===== src/rtl/rom_loader.sv =====
// Byte-stream program loader: SYNC, count, little-endian words -> code RAM; holds CPU in reset until done.
// Word write 1 cycle after its last byte; in_ready low only in WRITE. ROM_LOADER_CHECKSUM_EN adds a trailing checksum byte.
module rom_loader #(
  parameter int         DATA_WIDTH = 32,
  parameter int         ADDR_WIDTH = 8,
  parameter logic [7:0] SYNC_BYTE  = 8'hA5
) (
  input  logic                  clk,
  input  logic                  reset,
  input  logic [7:0]            in_data,
  input  logic                  in_valid,
  output logic                  in_ready,
  output logic [ADDR_WIDTH-1:0] mem_addr,
  output logic [DATA_WIDTH-1:0] mem_data,
  output logic                  mem_we,
  output logic                  cpu_reset,
  output logic                  busy,
  output logic                  done,
  output logic                  error
);

  localparam int BYTES = DATA_WIDTH / 8;
  localparam int BCW   = (BYTES > 1) ? $clog2(BYTES) : 1;

`ifdef ROM_LOADER_CHECKSUM_EN
  typedef enum logic [2:0] {IDLE, COUNT, DATA, WRITE, CSUM, DONE} state_t;
  logic [7:0] csum;
`else
  typedef enum logic [2:0] {IDLE, COUNT, DATA, WRITE, DONE} state_t;
`endif

  state_t                state;
  logic [ADDR_WIDTH-1:0] last_addr;
  logic [BCW-1:0]        byte_cnt;
  logic                  accept;

  assign accept = in_valid && in_ready;

  always_ff @(posedge clk or posedge reset) begin
    if (reset) begin
      state     <= IDLE;
      in_ready  <= 1'b1;
      mem_we    <= 1'b0;
      mem_addr  <= '0;
      mem_data  <= '0;
      cpu_reset <= 1'b1;
      busy      <= 1'b0;
      done      <= 1'b0;
      error     <= 1'b0;
      last_addr <= '0;
      byte_cnt  <= '0;
`ifdef ROM_LOADER_CHECKSUM_EN
      csum      <= '0;
`endif
    end else begin
      mem_we <= 1'b0;
      case (state)
        IDLE, DONE: begin
          // A sync byte restarts a load from either resting state; anything else is dropped.
          if (accept && in_data == SYNC_BYTE) begin
            state     <= COUNT;
            error     <= 1'b0;
            done      <= 1'b0;
            cpu_reset <= 1'b1;
            busy      <= 1'b1;
`ifdef ROM_LOADER_CHECKSUM_EN
            csum      <= '0;
`endif
          end
        end
        COUNT: begin
          if (accept) begin
            last_addr <= ADDR_WIDTH'(in_data);
            mem_addr  <= '0;
            byte_cnt  <= '0;
            state     <= DATA;
`ifdef ROM_LOADER_CHECKSUM_EN
            csum      <= csum + in_data;
`endif
          end
        end
        DATA: begin
          if (accept) begin
            mem_data[byte_cnt*8 +: 8] <= in_data;
`ifdef ROM_LOADER_CHECKSUM_EN
            csum <= csum + in_data;
`endif
            if (byte_cnt == BCW'(BYTES - 1)) begin
              byte_cnt <= '0;
              state    <= WRITE;
              mem_we   <= 1'b1;
              in_ready <= 1'b0;
            end else begin
              byte_cnt <= byte_cnt + 1'b1;
            end
          end
        end
        WRITE: begin
          in_ready <= 1'b1;
          if (mem_addr == last_addr) begin
`ifdef ROM_LOADER_CHECKSUM_EN
            state     <= CSUM;
`else
            state     <= DONE;
            done      <= 1'b1;
            cpu_reset <= 1'b0;
            busy      <= 1'b0;
`endif
          end else begin
            mem_addr <= mem_addr + 1'b1;
            state    <= DATA;
          end
        end
`ifdef ROM_LOADER_CHECKSUM_EN
        CSUM: begin
          if (accept) begin
            busy <= 1'b0;
            if (in_data == csum) begin
              state     <= DONE;
              done      <= 1'b1;
              cpu_reset <= 1'b0;
            end else begin
              // Image already in RAM stays; CPU stays in reset until a clean reload.
              state <= IDLE;
              error <= 1'b1;
            end
          end
        end
`endif
        default: state <= IDLE;
      endcase
    end
  end

endmodule


===== config.mk =====
export PLATFORM = sky130hd
export DESIGN_NAME = rom_loader
export DESIGN_NICKNAME = d
export VERILOG_FILES = /design/src/rtl/rom_loader.sv
export SDC_FILE = /design/constraint.sdc
export NUM_CORES = 1
export LEC_CHECK = 0
export CORE_MARGIN = 2
export CORE_UTILIZATION = 54
export DETAILED_ROUTE_END_ITERATION = 7
export PLACE_DENSITY_LB_ADDON = 0.05
export RECOVER_POWER = 100
export SLEW_MARGIN = 20
export SYNTH_ARGS = -nofsm -noshare
export SYNTH_HDL_FRONTEND = slang
export SYNTH_SLANG_ARGS = --single-unit

===== constraint.sdc =====
create_clock -name clk -period 5.15 [get_ports clk]
set_clock_uncertainty 0.15 [all_clocks]
set_input_delay 0.515 -clock clk [delete_from_list [all_inputs] [get_ports clk]]
set_output_delay 0.515 -clock clk [all_outputs]
set_load 0.03 [all_outputs]

==> run_results.csv <==
group,metric,value,unit
setup_path,worst_setup_path_start_kind,"input port",
synth,synth_edf_count,0,
power,p_clk_frac,0.311,
clocking,cts_buffer_depth,2,
sta,maxSlewViolCount,0,
setup_path,cp_cell_sequence,"dlygate4sd3_1 -> and2_0 -> nand3b_1 -> nor2_1 -> a21oi_1 -> a221o_1",
final_layout,regArea,1450,µm²
min_path,hold_path.class,"reg2reg",
global_route,antenna_found_initial,0,
setup_path,cp_data_required_time,5.22,ns
synth,syn_avg_cell_area,9.97,µm²
floorplanning,num_rows,25,
power,p_per_area,398,nW/µm²
clocking,clk_pin_slew_worst_paths,0.06,ns
routing,drc,0,
synth,synth_fp_nets,285,
clocking,cts_buffers,9,
routing,vias,2054,
floorplanning,die_h,74.2,µm
clocking,htree_levels,3,
power,swShare,0.338,
floorplanning,dieArea,5510,µm²
synth,synth_flop_cell,"dfrtp_1",
floorplanning,die_w,74.2,µm
sta,worst_pin_slew,0.990,ns
global_route,overflow,0,
setup_path,crit_family,"simple AND/OR/NAND/NOR gates",
sta,finalHoldViolations,0,
synth,ys_seq_elements,58,
global_route,grt_pass1_wl,9740,µm
setup_path,cp_max_fo,12,
synth,async_reset_ff_frac,1.00,
floorplanning,core_area,4750,µm²
power,p_comb_frac,0.277,
clocking,worstSkewPairLatency,0.34,ns
sta,setup_tns,0,ns
sta,final.setup.worst_slack,2.38,ns
setup_path,critPathKind,"in2reg",
clocking,cts_setup_buffers,0,
routing,first_iter_violations,174,
global_route,track_usage,0.244,
routing,viasPerCell,5.17,
clocking,cts_tree,"done",
min_path,holdPathStages,2,
final_layout,layout-drive-gt1-share,0.0970,
final_layout,multi_input_area,1110,µm²
min_path,hold_end,"mem_data[1]",
place,dpl-instance-area,3240,µm²
sta,grt_setup_unrepaired,"false",
floorplanning,num_io_pins,57,
setup_path,crit-reg2reg-launch,"in_ready",
clocking,root_buffer,"clkbuf_8",
floorplanning,start_util,0.560,
status,outcome,"finished, final reports clean",
min_path,hp-start,"mem_data[1]",
setup_path,crit_buf_inv,1,
final_layout,num-fill-cells,367,
power,pwr-share-seq,0.412,
sta,setup_viol,0,
final_layout,stdcell_area,3430,µm²
setup_path,r2r_slack,2.53,ns
routing,ant_nets,0,
synth,synth_cell_types,44,
synth,syn_area,2660,µm²
job,maxCapViolCount,0,
place,dp_slack,2.30,ns
sta,period_share,0.537,
routing,route.detailed.wl_per_inst,14.9,µm
routing,drtPass1Iterations,4,
final_layout,diodes,0,
clocking,ctsHoldBuffers,0,
power,p_sw,0.000463,W
setup_path,max_stage_delay,0.76,ns
clocking,cts_resized,0,
final_layout,area_delta_synth_final,29.0,%
setup_path,end_kind,"flop",
global_route,first_global_vias,1913,
synth,seq_area_frac_synth,0.546,
synth,syn_inst,267,
global_route,grt_max_degree,59,
place,routabilityCongestion,0.815,
sta,slew_headroom,0.337,
power,cell_internal_pwr,0.000905,W
setup_path,rr_worst_depth,5,
final_layout,finish.net_count,343,
clocking,cts.sinks,58,
setup_path,critical_path.slowest_cell,"nor2_1",
synth,ys_warn_count,0,
place,io_buffers,55,
sta,fin_crit,2.77,ns
place,place_hpwl,3950,µm
power,leakagePower,1.60,nW
power,ir_drop,0.246,mV
setup_path,cp.arrival,2.84,ns
sta,max_freq,361,MHz
setup_path,r2r-end,"mem_addr[6]",
routing,routed_wl,5900,µm
## registers in the layout, indices dropped and copies added (netlist names)
name / flops
mem_addr: 8
mem_we: 1
busy: 1
state: 3
last_addr: 8
done: 1
mem_data: 32
in_ready: 1
byte_cnt: 2
cpu_reset: 1
## area by class of cell
class | count | area share
Clock inverter | 5 | 0.0153
Timing Repair Buffer | 56 | 0.162
Multi-Input combinational cell | 194 | 0.324
Clock buffer | 11 | 0.0441
Tap cell | 67 | 0.0244
Sequential cell | 58 | 0.423
Inverter | 6 | 0.00656
## cell families after synthesis
group                    share of synthesized area
AO/OA/AOI/OAI                                0.129
adder cells (fa/ha/maj)                     0.0329
AND/OR/NAND/NOR                              0.187
flip-flops                                   0.546
buffers and inverters                       0.0320
other                                      0.00141
multiplexers                                0.0461
XOR/XNOR                                    0.0263
## cell usage after synthesis (3+ instances only)
library cell  count  share of area
inv_1             6         0.0085
nor2_1           14          0.020
nor3b_1           3         0.0085
and2_1            4         0.0094
mux2_2           10          0.042
buf_2             5         0.0094
nor3_1            4         0.0075
dfrtp_1          56           0.53
o21ai_0          35          0.066
nand2_1          72           0.10
nand3_1           3         0.0056
ha_1              7          0.033
xnor2_1           8          0.026
## cell usage in the layout (no fill, tap or decap), types with 7 or more instances in the layout
cell,n
mux2_2,9
ha_1,7
clkbuf_8,11
nand2_1,72
xnor2_1,8
dlygate4sd3_1,48
clkdlybuf4s50_1,7
nor2_1,14
o21ai_0,37
dfrtp_1,56
## per-stage QoR
stage               std cells  hold WS (ns)  power (W)   util
finish                    397         0.322    0.00137  0.722
global route              397         0.345    0.00145  0.722
CTS                       397         0.334    0.00140  0.725
detailed placement        381         0.320   0.000969  0.682
global placement          381         0.309   0.000959  0.682
floorplan                 267         0.303   0.000826      -
## worst reg2reg max path, cell delays in order, from the launching register on
cell and delay (ns):
dfstp_2 0.54, and2_0 0.25, nand3b_1 0.13, nor2_1 0.76
a21oi_1 0.26, a221o_1 0.41
## how the worst max path moves through the flow
stage / start / to / cells after the start
after floorplan: reset / busy / 1
after global placement: in_valid / mem_addr[6] / 6
after detailed placement: in_valid / mem_addr[6] / 6
after CTS: in_valid / mem_addr[6] / 6
after global routing: in_valid / mem_addr[6] / 6
final: in_valid / mem_addr[6] / 6
## power groups by stage
stage	clock, W	combinational, W	sequential [W]
after floorplan	0	0.000181	0.000646
after global placement	0	0.000388	0.000571
after detailed placement	0	0.000395	0.000574
after CTS	0.000432	0.000398	0.000567
after global routing	0.000451	0.000423	0.000573
final	0.000425	0.000379	0.000564
## routing by layer
layer	GRT usage	wire, µm
met1	0.352	2740
met2	0.359	2670
met3	0.0447	367
met4	0.121	119
met5	0	0
No activity file was read; power rests on OpenSTA's default activity.
